$ cat src/rtl/conditioning_seq_pkg.sv
`default_nettype none
// +----------------------------------------------------------------------------+
// | conditioning_seq_pkg                                                       |
// | Mode and state encodings, and the board's default break-before-make mask.  |
// | Rev 1.0                                                                    |
// +----------------------------------------------------------------------------+
package conditioning_seq_pkg;

    localparam logic [1:0] MODE_SAFE   = 2'd0;
    localparam logic [1:0] MODE_TEST   = 2'd1;
    localparam logic [1:0] MODE_SEQ    = 2'd2;
    localparam logic [1:0] MODE_DIRECT = 2'd3;

    localparam logic [1:0] c_ST_RUN    = 2'd0;
    localparam logic [1:0] c_ST_MBREAK = 2'd1;
    localparam logic [1:0] c_ST_PBREAK = 2'd2;

    // Mux enable bits on the current board; these drop during inter-phase breaks.
    localparam int c_AZMUX_EN_BIT = 3;
    localparam int c_HIMUX_EN_BIT = 7;
    localparam logic [17:0] c_BBM_MASK_DEFAULT =
        (18'd1 << c_AZMUX_EN_BIT) | (18'd1 << c_HIMUX_EN_BIT);

endpackage
`default_nettype wire

$ cat src/rtl/conditioning_seq_phase_table.sv
`default_nettype none
// +----------------------------------------------------------------------------+
// | conditioning_seq_phase_table                                               |
// | Sequencer pattern/dwell register file: one write port, one async read.     |
// | Rev 1.0                                                                    |
// +----------------------------------------------------------------------------+
module conditioning_seq_phase_table
    import conditioning_seq_pkg::*;
#(
    parameter int WIDTH      = 18,
    parameter int CNT_W      = 24,
    parameter int NUM_PHASES = 4,
    parameter int AW         = $clog2(NUM_PHASES)
) (
    input  logic             clk,
    input  logic             reset,
    input  logic             wr_en,
    input  logic [AW-1:0]    wr_addr,
    input  logic [WIDTH-1:0] wr_pattern,
    input  logic [CNT_W-1:0] wr_dwell,
    input  logic [AW-1:0]    rd_addr,
    output logic [WIDTH-1:0] rd_pattern,
    output logic [CNT_W-1:0] rd_dwell
);

    logic [WIDTH-1:0] r_pattern [NUM_PHASES];
    logic [CNT_W-1:0] r_dwell   [NUM_PHASES];

    always_ff @(posedge clk) begin
        if (reset) begin
            for (int i = 0; i < NUM_PHASES; i++) begin
                r_pattern[i] <= '0;
                r_dwell[i]   <= CNT_W'(1);
            end
        end else if (wr_en) begin
            r_pattern[wr_addr] <= wr_pattern;
            r_dwell[wr_addr]   <= wr_dwell;
        end
    end

    // Same-cycle write and read of one entry returns the old contents.
    assign rd_pattern = r_pattern[rd_addr];
    assign rd_dwell   = r_dwell[rd_addr];

endmodule
`default_nettype wire

$ cat src/rtl/conditioning_seq.sv
`default_nettype none
// +----------------------------------------------------------------------------+
// | conditioning_seq                                                           |
// | Conditioning output mux: safe / test counter / phase sequencer / direct,   |
// | with break-before-make on mode changes and between sequencer phases.      |
// | Rev 1.0                                                                    |
// +----------------------------------------------------------------------------+
module conditioning_seq
    import conditioning_seq_pkg::*;
#(
    parameter int               WIDTH      = 18,
    parameter int               NUM_PHASES = 4,
    parameter int               CNT_W      = 24,
    parameter int               BBM_CYCLES = 2,
    parameter logic [WIDTH-1:0] BBM_MASK   = WIDTH'(c_BBM_MASK_DEFAULT),
    parameter logic [WIDTH-1:0] SAFE_VALUE = '0
) (
    input  logic                          clk,
    input  logic                          reset,
    input  logic [1:0]                    mode,
    input  logic [WIDTH-1:0]              direct,
    input  logic [$clog2(NUM_PHASES)-1:0] seq_last,
    input  logic                          wr_en,
    input  logic [$clog2(NUM_PHASES)-1:0] wr_addr,
    input  logic [WIDTH-1:0]              wr_pattern,
    input  logic [CNT_W-1:0]              wr_dwell,
    output logic [WIDTH-1:0]              out,
    output logic [$clog2(NUM_PHASES)-1:0] phase,
    output logic                          phase_strobe,
    output logic                          busy
);

    localparam int             PW           = $clog2(NUM_PHASES);
    localparam int             BW           = $clog2(BBM_CYCLES + 1);
    localparam logic [BW-1:0]  c_BRK_RELOAD = BW'(BBM_CYCLES - 1);

    logic [1:0]       r_state, w_state;
    logic [1:0]       r_active_mode, w_active_mode;
    logic [1:0]       r_target, w_target;
    logic [BW-1:0]    r_brk_cnt, w_brk_cnt;
    logic [CNT_W-1:0] r_dwell_cnt, w_dwell_cnt;
    logic [WIDTH-1:0] r_out, w_out;
    logic [PW-1:0]    r_phase, w_phase;
    logic [PW-1:0]    r_next_phase, w_next_phase;
    logic             r_strobe, w_strobe;
    logic             r_busy, w_busy;
    logic             w_load;

    logic [PW-1:0]    w_next;
    logic [PW-1:0]    w_rd_addr;
    logic [WIDTH-1:0] w_rd_pattern;
    logic [CNT_W-1:0] w_rd_dwell;
    logic [CNT_W-1:0] w_dwell_m1;

    assign w_next     = (r_phase >= seq_last) ? '0 : r_phase + PW'(1);
    assign w_rd_addr  = (r_state == c_ST_RUN)    ? w_next :
                        (r_state == c_ST_PBREAK) ? r_next_phase : '0;
    assign w_dwell_m1 = (w_rd_dwell == '0) ? '0 : w_rd_dwell - CNT_W'(1);

    conditioning_seq_phase_table #(
        .WIDTH      (WIDTH),
        .CNT_W      (CNT_W),
        .NUM_PHASES (NUM_PHASES),
        .AW         (PW)
    ) u_table (
        .clk        (clk),
        .reset      (reset),
        .wr_en      (wr_en),
        .wr_addr    (wr_addr),
        .wr_pattern (wr_pattern),
        .wr_dwell   (wr_dwell),
        .rd_addr    (w_rd_addr),
        .rd_pattern (w_rd_pattern),
        .rd_dwell   (w_rd_dwell)
    );

    always_comb begin
        w_state       = r_state;
        w_active_mode = r_active_mode;
        w_target      = r_target;
        w_brk_cnt     = r_brk_cnt;
        w_dwell_cnt   = r_dwell_cnt;
        w_out         = r_out;
        w_phase       = r_phase;
        w_next_phase  = r_next_phase;
        w_strobe      = 1'b0;
        w_busy        = r_busy;
        w_load        = 1'b0;

        case (r_state)
            c_ST_MBREAK: begin
                if (mode != r_target) begin
                    w_target  = mode;
                    w_brk_cnt = c_BRK_RELOAD;
                end else if (r_brk_cnt == '0) begin
                    // Leaving the break drives the new mode's first value immediately.
                    w_state       = c_ST_RUN;
                    w_active_mode = r_target;
                    w_busy        = 1'b0;
                    case (r_target)
                        MODE_TEST:   w_out = '0;
                        MODE_SEQ: begin
                            w_phase = '0;
                            w_load  = 1'b1;
                        end
                        MODE_DIRECT: w_out = direct;
                        default:     w_out = SAFE_VALUE;
                    endcase
                end else begin
                    w_brk_cnt = r_brk_cnt - BW'(1);
                end
            end

            c_ST_PBREAK: begin
                if (mode != r_active_mode) begin
                    w_state   = c_ST_MBREAK;
                    w_target  = mode;
                    w_brk_cnt = c_BRK_RELOAD;
                    w_out     = SAFE_VALUE;
                    w_busy    = 1'b1;
                end else if (r_brk_cnt == '0) begin
                    w_state = c_ST_RUN;
                    w_busy  = 1'b0;
                    w_phase = r_next_phase;
                    w_load  = 1'b1;
                end else begin
                    w_brk_cnt = r_brk_cnt - BW'(1);
                end
            end

            default: begin
                if (mode != r_active_mode) begin
                    w_state   = c_ST_MBREAK;
                    w_target  = mode;
                    w_brk_cnt = c_BRK_RELOAD;
                    w_out     = SAFE_VALUE;
                    w_busy    = 1'b1;
                end else begin
                    case (r_active_mode)
                        MODE_TEST:   w_out = r_out + WIDTH'(1);
                        MODE_DIRECT: w_out = direct;
                        MODE_SEQ: begin
                            if (r_dwell_cnt != '0) begin
                                w_dwell_cnt = r_dwell_cnt - CNT_W'(1);
                            end else if (w_rd_pattern == r_out || BBM_MASK == '0) begin
                                w_phase = w_next;
                                w_load  = 1'b1;
                            end else begin
                                // Compare and mask against the driven value, not the
                                // table, so a rewrite of this entry cannot glitch out.
                                w_state      = c_ST_PBREAK;
                                w_busy       = 1'b1;
                                w_brk_cnt    = c_BRK_RELOAD;
                                w_next_phase = w_next;
                                w_out        = r_out & ~BBM_MASK;
                            end
                        end
                        default:     w_out = SAFE_VALUE;
                    endcase
                end
            end
        endcase

        if (w_load) begin
            w_out       = w_rd_pattern;
            w_strobe    = 1'b1;
            w_dwell_cnt = w_dwell_m1;
        end
    end

    always_ff @(posedge clk) begin
        if (reset) begin
            r_state       <= c_ST_RUN;
            r_active_mode <= MODE_SAFE;
            r_target      <= MODE_SAFE;
            r_brk_cnt     <= '0;
            r_dwell_cnt   <= '0;
            r_out         <= SAFE_VALUE;
            r_phase       <= '0;
            r_next_phase  <= '0;
            r_strobe      <= 1'b0;
            r_busy        <= 1'b0;
        end else begin
            r_state       <= w_state;
            r_active_mode <= w_active_mode;
            r_target      <= w_target;
            r_brk_cnt     <= w_brk_cnt;
            r_dwell_cnt   <= w_dwell_cnt;
            r_out         <= w_out;
            r_phase       <= w_phase;
            r_next_phase  <= w_next_phase;
            r_strobe      <= w_strobe;
            r_busy        <= w_busy;
        end
    end

    assign out          = r_out;
    assign phase        = r_phase;
    assign phase_strobe = r_strobe;
    assign busy         = r_busy;

endmodule
`default_nettype wire

$ cat config.mk
export PLATFORM = sky130hd
export DESIGN_NAME = conditioning_seq
export DESIGN_NICKNAME = d
export VERILOG_FILES = /design/src/rtl/conditioning_seq_pkg.sv /design/src/rtl/conditioning_seq_phase_table.sv /design/src/rtl/conditioning_seq.sv
export SDC_FILE = /design/constraint.sdc
export NUM_CORES = 1
export LEC_CHECK = 0
export CAP_MARGIN = 20
export CORE_ASPECT_RATIO = 1.5
export CORE_MARGIN = 2
export CORE_UTILIZATION = 30
export CTS_BUF_LIST = sky130_fd_sc_hd__clkbuf_4 sky130_fd_sc_hd__clkbuf_8 sky130_fd_sc_hd__clkbuf_16
export DETAILED_ROUTE_END_ITERATION = 12
export PLACE_DENSITY = 0.51
export SKIP_CTS_REPAIR_TIMING = 1
export SYNTH_ARGS = -nofsm -noshare
export SYNTH_HDL_FRONTEND = slang
export SYNTH_SLANG_ARGS = --single-unit
$ cat constraint.sdc
create_clock -name clk -period 6.2 [get_ports clk]
set_input_delay 0.62 -clock clk [delete_from_list [all_inputs] [get_ports clk]]
set_output_delay 0.62 -clock clk [all_outputs]
set_load 0.03 [all_outputs]
== Word-level counts from Yosys, hierarchy flattened ==
Memories as Yosys holds them, arrays and structs flattened.
Index checks and enable logic that the tools add are counted.

* Output and inout bits: 22
* Input port bits: 69
* Flip-flop bits (word level): 56
* Memories: 2
* Memory bits (writable): 168

{| class="wikitable"
|+ Memory list
! name !! words !! bits a word !! rd ports !! clocked after memory_dff !! wr ports !! line !! RTL
|-
| u_table.r_dwell || 4 || 24 || 1 || 0 || 4 || conditioning_seq_phase_table.sv:27 || <nowiki>logic [CNT_W-1:0] r_dwell [NUM_PHASES];</nowiki>
|-
| u_table.r_pattern || 4 || 18 || 1 || 0 || 4 || conditioning_seq_phase_table.sv:26 || <nowiki>logic [WIDTH-1:0] r_pattern [NUM_PHASES];</nowiki>
|}

* $add $sub $neg: 5
* $lt $le $gt $ge: 1
* Reductions and logical operators: 22
* Equal/unequal tests: 29
* Bitwise operators: 5
* Muxes and demuxes: 78

{| class="wikitable"
|+ Operator list
! kind !! count
|-
| 2-to-1 mux 24 bit || 7
|-
| 2-to-1 mux 18 bit || 6
|-
| one-hot mux 18 bit (2 select lines) || 2
|-
| 2-to-1 mux 2 bit || 31
|-
| one-hot mux 18 bit (3 select lines) || 1
|-
| subtractor 24 x 1 -> 24 bit (second input constant) || 2
|-
| zero test 24 bit || 1
|-
| 2-to-1 mux 1 bit || 24
|-
| nonzero test 24 bit || 1
|-
| OR reduction 24 bit || 1
|-
| adder 18 x 1 -> 18 bit (second input constant) || 1
|-
| == test 18 bit || 1
|-
| OR reduction 18 bit || 1
|-
| 2-to-1 mux 8 bit || 2
|-
| != test 4 x 3 -> 1 bit (second input constant) || 3
|-
| one-hot mux 2 bit (2 select lines) || 3
|-
| == test 2 bit (second input constant) || 5
|-
| != test 2 bit (second input constant) || 5
|-
| != test 5 x 4 -> 1 bit (second input constant) || 2
|-
| AND reduction 5 bit || 2
|-
| != test 3 bit (second input constant) || 3
|-
| AND reduction 9 bit || 1
|-
| != test 2 x 1 -> 1 bit (second input constant) || 4
|-
| AND reduction 4 bit || 2
|-
| other kinds (16) || 29
|}

== Depth between registers and ports, before layout ==
Gate-level depths: netlist of run 1.
An unclocked memory read counts as a cell.

* Depth after elaboration: 12
* Depth in mapped cells: 24
* Gate-level depth less buffers: 16

== Cells and area by module ==
Synthesis of run 1 repeated with hierarchy kept, for this count alone.

* Cells, all modules: 1007
* Area, all modules: 11777.5 µm²

{| class="wikitable"
|+ By module, submodules not included
! module !! times used !! area an instance (µm²) !! cells an instance !! seq. area each (µm²)
|-
| conditioning_seq_phase_table || 1 || 7427.1 || 415 || 5044.8
|-
| conditioning_seq || 1 || 4350.4 || 592 || 1121.1
|}

== Worst setup path after synthesis of run 1 ==
No wires, ideal clock.

* Kind: register to register
* Start: register r_phase[0], in the netlist phase[0]
* End: register r_dwell_cnt[4]
* Path slack: 1.598 ns
* Required time: 6.064 ns
* Data arrival time: 4.467 ns
* Stages on the path, launching flop included: 24
* Buffers on the path: 9
* Clock period less this slack: 4.602 ns
* Path through: dfxtp_1 -> inv_1 -> ha_1 -> nand2b_1 -> buf_2 -> a21o_1 -> buf_2 -> nand2_1 -> buf_2 -> buf_4 -> buf_2 -> buf_2 -> buf_2 -> buf_1 -> nand2_1 -> nand2_1 -> o21ai_0 -> ha_1 -> nor3b_2 -> and4_1 -> or3b_1 -> buf_2 -> o211ai_1 -> a31oi_1

* Cells in the longest elaborated chain, start to end: 12

{| class="wikitable"
|+ RTL lines
! item !! line !! RTL
|-
| start: declaration || conditioning_seq.sv:43 || <nowiki>logic [PW-1:0] r_phase, w_phase;</nowiki>
|-
| start signal: assignment || conditioning_seq.sv:190 || <nowiki>r_phase <= w_phase;</nowiki>
|-
| adder 2 x 1 -> 2 bit or >= comparator 2 bit (tied branches) || conditioning_seq.sv:55 || <nowiki>assign w_next = (r_phase >= seq_last) ? '0 : r_phase + PW'(1);</nowiki>
|-
| 2-to-1 mux 2 bit * || conditioning_seq.sv:55 ||
|-
| 2-to-1 mux 2 bit * || conditioning_seq.sv:56 || <nowiki>assign w_rd_addr = (r_state == c_ST_RUN) ? w_next :</nowiki>
|-
| memory (4 x 18 bit) || - ||
|-
| == test 18 bit || conditioning_seq.sv:145 || <nowiki>end else if (w_rd_pattern == r_out || BBM_MASK == '0) begin</nowiki>
|-
| 2-to-1 mux 1 bit || conditioning_seq.sv:145 ||
|-
| 2-to-1 mux 1 bit || conditioning_seq.sv:143 || <nowiki>if (r_dwell_cnt != '0) begin</nowiki>
|-
| 2-to-1 mux 1 bit || conditioning_seq.sv:139 || <nowiki>case (r_active_mode)</nowiki>
|-
| 2-to-1 mux 1 bit || conditioning_seq.sv:132 || <nowiki>if (mode != r_active_mode) begin</nowiki>
|-
| one-hot mux 1 bit (2 select lines) || conditioning_seq.sv:90 || <nowiki>case (r_state)</nowiki>
|-
| != test 2 bit (no source line) (tied with other cells) || - ||
|-
| AND reduction 4 bit (no source line) || - ||
|-
| end signal: assignment || conditioning_seq.sv:188 || <nowiki>r_dwell_cnt <= w_dwell_cnt;</nowiki>
|-
| end: declaration || conditioning_seq.sv:41 || <nowiki>logic [CNT_W-1:0] r_dwell_cnt, w_dwell_cnt;</nowiki>
|}

Every way passes the cells marked *; elsewhere a longest branch is shown, timed or not.
A chain may end at the register's enable or synchronous reset.

== Final worst setup path of run 1 ==
* Start: register r_phase[0], in the netlist phase[0]
* End: register r_out[3], in the netlist out[3]

* Cells in the longest elaborated chain, start to end: 12

{| class="wikitable"
|+ RTL lines
! item !! line !! RTL
|-
| adder 2 x 1 -> 2 bit or >= comparator 2 bit (tied branches) || conditioning_seq.sv:55 ||
|-
| 2-to-1 mux 2 bit * || conditioning_seq.sv:55 ||
|-
| 2-to-1 mux 2 bit * || conditioning_seq.sv:56 ||
|-
| memory (4 x 18 bit) * || - ||
|-
| == test 18 bit || conditioning_seq.sv:145 ||
|-
| 2-to-1 mux 1 bit || conditioning_seq.sv:145 ||
|-
| 2-to-1 mux 1 bit || conditioning_seq.sv:143 ||
|-
| 2-to-1 mux 1 bit || conditioning_seq.sv:139 ||
|-
| 2-to-1 mux 1 bit || conditioning_seq.sv:132 ||
|-
| one-hot mux 1 bit (2 select lines) || conditioning_seq.sv:90 ||
|-
| != test 5 x 4 -> 1 bit (no source line) (tied with other cells) || - ||
|-
| AND reduction 6 bit (no source line) || - ||
|-
| end signal: assignment || conditioning_seq.sv:189 || <nowiki>r_out <= w_out;</nowiki>
|-
| end: declaration || conditioning_seq.sv:42 || <nowiki>logic [WIDTH-1:0] r_out, w_out;</nowiki>
|}

Marks and branches as above.

==> summary.md, run 1 <==
| Metric | Value |
|---|---|
| Slew margin rel. | `30.63%` |
| WL final | `41510 um` |
| Hold endpoint | `r_brk_cnt[1]` |
| Hold slack | `496.0 ps` |
| TNS Setup | `0 ps` |
| DIE WIDTH | `173.3 um` |
| IO buf count | `90` |
| Max Root-Sink Buffers | `3` |
| Peak supply drop | `0.1983 mV` |
| Sequential area share after synthesis | `47.81%` |
| Top-area cell type share of the netlist area | `39.12%` |
| Final Hold Viols | `0` |
| Post-Syn Nets | `1457` |
| Final worst-path cycle share | `86.24%` |
| Most frequent cell after synthesis | `and2_1` |
| CP Buf/Inv Count | `3` |
| Max stage delay cell, worst path | `dfxtp_1` |
| H-tree depth | `1` |
| Worst Tran Pin Value | `1041 ps` |
| I/O pin cnt | `91` |
| Clock root buffer | `clkbuf_16` |
| Primary FF master, synth | `edfxtp_1` |
| Largest family of logic cells by synthesized area | `simple AND/OR/NAND/NOR gates` |
| Worst R2R Setup Slack | `850 ps` |
| Largest area contributor in the synthesized netlist | `edfxtp_1` |
| Post-synth ARST share | `0%` |
| Max-slew violation count | `0` |
| N_diodes | `0` |
| Crit path max fanout | `24` |
| EDFF count, synth | `168` |
| Synthesized flop and latch total | `224` |
| Routed Antenna Nets | `0` |
| Pwr Total | `0.004989 W` |
| Avg Inst Size Synth | `9.353 sq um` |
| Worst hold path startpoint | `r_brk_cnt[1]` |
| Post-Synth Simple-Gate Area | `26.79%` |
| Area Growth Syn to Fin | `18.03%` |
| CP Capture Type | `register` |
| Detailed Routing Iterations Pass 1 | `7` |
| Largest net degree at the start of global routing | `62` |
| Worst-path clk slew | `60 ps` |
| CP top delay family | `compound AO/OA/AOI/OAI gates` |
| Final setup fails | `0` |
| HP Class | `reg -> reg` |
| Crit path largest cell delay | `690 ps` |
| CORE AREA | `42700 sq um` |
| Synth cell count leaders | `171 x and2_1, 168 x edfxtp_1, 138 x nand2_1` |
| Synth Area in Adders | `0.8731%` |
| Cell mode on critical path | `buf_4` |
| Layout cell share with drive strength beyond 1 | `7.039%` |
| Fin crit period | `5347 ps` |
| Leakage power | `5.381 nW` |
| Yosys warnings | `0` |
| Layout Skew | `11.54 ps` |
| Hold Crit Depth | `1` |
| Synth cell types | `77` |
| Residual DRC | `0` |
| Top area cells in the synthesized netlist | `edfxtp_1 39%, dfxtp_1 8.7%, and2_1 8.3%` |
| Vias per std cell | `5.356` |
| Maximum achievable frequency | `187.0 MHz` |
| Max cap viols | `0` |
| Setup CP Type | `reg -> reg` |
| XOR/XNOR Fraction of Synth Area | `2.920%` |
| Starting Density | `30.20%` |
| Skew-Pair Late Insertion Delay | `540 ps` |
| Vias in the first global route | `10659` |
| Mapped Cells | `1379` |
| CTS tree | `done` |
| Final Wtd Congestion | `0.8398` |
| Mapped Area | `12900 sq um` |
| First-pass GRT wire length | `64090 um` |
| Vias | `10814` |
| Multiplexer area fraction after synthesis | `0.6985%` |
| CP startpoint kind | `register` |
| Post-synthesis compound-gate area fraction | `17.27%` |
| Wire length per cell | `20.56 um` |
| Cell depth of the worst flop-to-flop path | `15` |
| Clock sinks | `224` |
| RSZ-0062 raised after global routing | `no` |
| Critical Path RT | `6580 ps` |
| Antenna violations before repair | `0` |
| First-iteration detailed-routing DRC count | `724` |
| R2R Path Start | `phase[0]` |
| Detailed placement HPWL | `28410 um` |
| Tot GR Track Use | `18.23%` |
| Die Y | `257.9 um` |
| Placed Cells incl. Taps | `1976` |
| Full die area | `44700 sq um` |
| CP Cell Sequence | `inv_1 > ha_1 > nand2b_1 > a211o_1 > buf_4 > and3_1 > a211oi_1 > nor3_1 > nor4b_1 > nand4_1 > nor2_2 > a31oi_4 > buf_4 > o21ai_0 > a31oi_1` |
| WP data arrival | `5730 ps` |
| Outcome | `complete, no violations` |
| Row count | `93` |
| Pwr dens | `327.7 nW/um^2` |
| CTS buffer count | `24` |
| Overflow after GRT | `0` |
| Nets | `1510` |
| Post-Layout Cell Count | `2019` |
| Worst r2r dst | `out[3]` |
==> power breakdown <==
| group | internal, W | switching [W] | total (W) |
|---|---|---|---|
| logic | 0.000615 | 0.00112 | 0.00174 |
| clock network | 0.000838 | 0.000608 | 0.00145 |
| registers | 0.00173 | 0.0000786 | 0.00181 |
==> sequential cells by signal, indices dropped and copies added (netlist names) <==
signal,count
r_next_phase,2
r_active_mode,2
r_state,2
u_table.r_dwell,96
r_dwell_cnt,24
r_brk_cnt,2
u_table.r_pattern,72
phase_strobe,1
busy,1
r_target,2
out,18
phase,2
==> layout by cell type, fill, tap and decap left out, types with 13 or more instances in the layout <==
| cell type | instances |
|---|---|
| clkdlybuf4s50_1 | 89 |
| nor4_1 | 13 |
| a31oi_1 | 19 |
| o21ai_0 | 83 |
| inv_1 | 17 |
| and3_1 | 36 |
| nor3_1 | 37 |
| buf_4 | 33 |
| nand2_1 | 136 |
| a211oi_1 | 34 |
| nand2b_1 | 14 |
| clkbuf_16 | 27 |
| a21oi_1 | 59 |
| nand3_1 | 76 |
| xor2_1 | 14 |
| and2_1 | 171 |
| edfxtp_1 | 168 |
| o211ai_1 | 13 |
| xnor2_1 | 29 |
| dfxtp_1 | 56 |
| nor2_1 | 84 |
==> per-stage QoR <==
step | cell area, sq um | utilization [%] | setup WS [ps]
final | 15220 | 35.65 | 852.8
after global routing | 15220 | 35.65 | 521.6
after CTS | 15220 | 35.65 | 820.6
after detailed placement | 14430 | 33.78 | 888.3
after global placement | 14430 | 33.78 | 955.1
after floorplan | 12900 | - | 1598
==> worst max path at each step <==
stage | start | endpoint | slack, ps | depth (start not counted)
floorplan | phase[0] | r_dwell_cnt[4] | 1600 | 23
global placement | phase[0] | out[7] | 960 | 14
detailed placement | seq_last[1] | out[3] | 890 | 16
CTS | phase[0] | out[3] | 820 | 15
global route | phase[0] | out[3] | 520 | 14
finish | phase[0] | out[3] | 850 | 15
==> cell families (layout without fill, tap and decap cells) <==
group / after synthesis / after routing
compound gates: 328 / 328
fa+ha+maj: 9 / 9
mux: 9 / 9
buf+inv: 115 / 185
simple gates: 651 / 651
xor+xnor: 43 / 43
flops: 224 / 224
==> metal layers <==
metal  share of wire [%]  vias to the layer above  track usage, %
met4                 2.8                        0           6.238
met1                  44                     5278           22.72
met3                 3.7                       66           2.164
met5                   0                        -               0
met2                  49                      292           32.52
li1                    -                     5178               -
==> final cells by class <==
cell class / count / area [sq um]
timing repair buffer: 124 / 1164
multi-input combinational: 1040 / 6316
sequential: 224 / 6166
fill: 4310 / 27480
clock buffer: 33 / 745.7
clock inverter: 10 / 51.30
inverter: 18 / 67.56
tap: 570 / 713.2
Note: power is estimated with default switching activity, not from simulation.
==> inputs of run 2 (changes only) <==
==> constraint.sdc (replaced) <==
create_clock -name clk -period 6.2 [get_ports clk]
set_input_delay 1.86 -clock clk [delete_from_list [all_inputs] [get_ports clk]]
set_output_delay 1.86 -clock clk [all_outputs]
set_load 0.03 [all_outputs]
==> run 2 against run 1 <==
  * Clock-buffer cell count decreased by 3
  * Core utilization rose by 0.67 points
  * Clock power is 3% higher
  * Die area is the same
  * Clock skew up 21 ps
  * Critical path type is now in -> reg
  * Largest cell class unchanged
  * Largest power group is now combinational logic
==> summary.md, run 2 (same netlist as run 1, synthesis figures left out) <==
| Metric | Value |
|---|---|
| Residual DRC | `0` |
| Setup CP Type | `in -> reg` |
| Layout cell share with drive strength beyond 1 | `9.232%` |
| Peak supply drop | `0.2146 mV` |
| Slew margin rel. | `30.44%` |
| Setup WS post-layout | `620.7 ps` |
| CP Capture Type | `register` |
| Full die area | `44700 sq um` |
| Tot GR Track Use | `18.29%` |
| Starting Density | `30.20%` |
| H-tree depth | `1` |
| Max cap viols | `0` |
| IO buf count | `90` |
| Pwr dens | `331.3 nW/um^2` |
| Vias in the first global route | `10884` |
| Largest net degree at the start of global routing | `46` |
| CORE AREA | `42700 sq um` |
| Nets | `1544` |
| Cell mode on critical path | `buf_4` |
| Maximum achievable frequency | `179.2 MHz` |
| RSZ-0062 raised after global routing | `no` |
| M3 GR Usage | `2.238%` |
| M2 GR Usage | `33.70%` |
| Final worst-path cycle share | `89.99%` |
| WL final | `41140 um` |
| Routed Antenna Nets | `0` |
| Max FFs per register | `96` |
| Worst R2R Setup Slack | `1240 ps` |
| CP startpoint kind | `primary input` |
| TNS Setup | `0 ps` |
| Commonest non-fill, non-tap cell in the layout | `and2_1` |
| First-iteration detailed-routing DRC count | `778` |
| Vias | `10837` |
| CTS tree | `done` |
| Largest registers | `u_table.r_dwell: 96 flops, u_table.r_pattern: 72 flops, r_dwell_cnt: 24 flops` |
| Max-slew violation count | `0` |
| Layout Utilization | `36.32%` |
| Clock sinks | `224` |
| CTS buffer count | `24` |
| Final instance area | `15510 sq um` |
| Fin crit period | `5579 ps` |
| HP Class | `reg -> reg` |
| Row count | `93` |
| Most frequent cells in the layout | `171 x and2_1, 168 x edfxtp_1, 136 x nand2_1` |
| Final setup fails | `0` |
| I/O pin cnt | `91` |
| Max Root-Sink Buffers | `3` |
| Final Wtd Congestion | `0.8384` |
| Final Hold Viols | `0` |
| Outcome | `complete, no violations` |
| Skew-Pair Late Insertion Delay | `550 ps` |
| Reg with most FFs | `u_table.r_dwell` |
| WP data arrival | `6000 ps` |
| CP Cell Sequence | `clkdlybuf4s50_1 > ha_1 > nand2b_1 > a21oi_1 > buf_4 > nor2_4 > buf_4 > buf_4 > nand3_1 > a211oi_1 > nand4_1 > or3b_1 > buf_4 > a21oi_1 > a311oi_1` |
| DIE WIDTH | `173.3 um` |
| N_diodes | `0` |
| CP top delay family | `simple AND/OR/NAND/NOR gates` |
| Worst-path clk slew | `60 ps` |
| Worst Tran Pin Value | `1043 ps` |
| Leakage power | `5.562 nW` |
| Clock root buffer | `clkbuf_16` |
| DP Worst Slack | `87.33 ps` |
| Placed cell area | `14690 sq um` |
| GR Layer Usage met1 | `21.93%` |
| Vias per std cell | `5.276` |
| GRT busiest layer | `met2` |
| Antenna violations before repair | `0` |
| CP Buf/Inv Count | `5` |
| First-pass GRT wire length | `64160 um` |
| Overflow after GRT | `0` |
| Layout Skew | `32.85 ps` |
| Die Y | `257.9 um` |
| Crit path largest cell delay | `510 ps` |
| Critical Path RT | `6620 ps` |
| Wire length per cell | `20.03 um` |
| Detailed placement HPWL | `28960 um` |
| Max stage delay cell, worst path | `a211oi_1` |
| Crit path max fanout | `26` |
| Detailed Routing Iterations Pass 1 | `5` |
| Area Growth Syn to Fin | `20.25%` |
| Hold slack | `495.7 ps` |
## run 2: cell count changes in the layout (fill, tap and decap cells not counted), sizes merged
cell      previous run  this run
buf                 35        69
bufinv               0         3
clkbuf              33        30
clkinv               8        10
clkinvlp             3         2
## run 2: final cells by class
cell class | instances | area [sq um]
clock inverter | 14 | 161.4
clock buffer | 30 | 645.6
fill | 4302 | 27200
inverter | 18 | 67.56
multi-input combinational | 1040 | 6316
tap | 570 | 713.2
sequential | 224 | 6166
timing repair buffer | 158 | 1439
## run 2: through the flow
stage          power, W  instances
3_3_place_gp   0.003674       2009
5_1_grt        0.005405       2054
3_5_place_dp   0.003681       2009
2_1_floorplan  0.002971       1379
4_1_cts        0.005173       2053
6_report       0.005138       2054
## run 2: power breakdown
part	switching (W)	internal (W)
Combinational	0.00116	0.000689
Sequential	0.0000774	0.00173
Clock	0.000618	0.000868
## run 2: final timing paths
| kind | to | cells after the start | from |
|---|---|---|---|
| min | r_brk_cnt[1] | 1 | r_brk_cnt[1] |
| max | r_dwell_cnt[7] | 15 | seq_last[0] |
| min reg2reg | r_brk_cnt[1] | 1 | r_brk_cnt[1] |
| max reg2reg | out[12] | 17 | r_state[1] |
## run 2: worst reg2reg max path, cell delays in order, from the launching register on
cell and delay (ps):
dfxtp_1 340, inv_1 110, ha_1 850, clkinv_1 540
nand3_1 200, buf_4 230, nand2_2 130, a2bb2oi_1 200
or3_1 370, a2111oi_0 450, buf_4 190, nand4_1 120
nor2_2 290, a31o_1 220, buf_4 160, buf_4 170
nor2_1 60, a311oi_1 220
## run 2: layer usage
metal,routed length [um],vias up
met5,0,-
met4,1004,0
met3,1905,56
met2,20970,288
met1,17260,5250
li1,-,5243
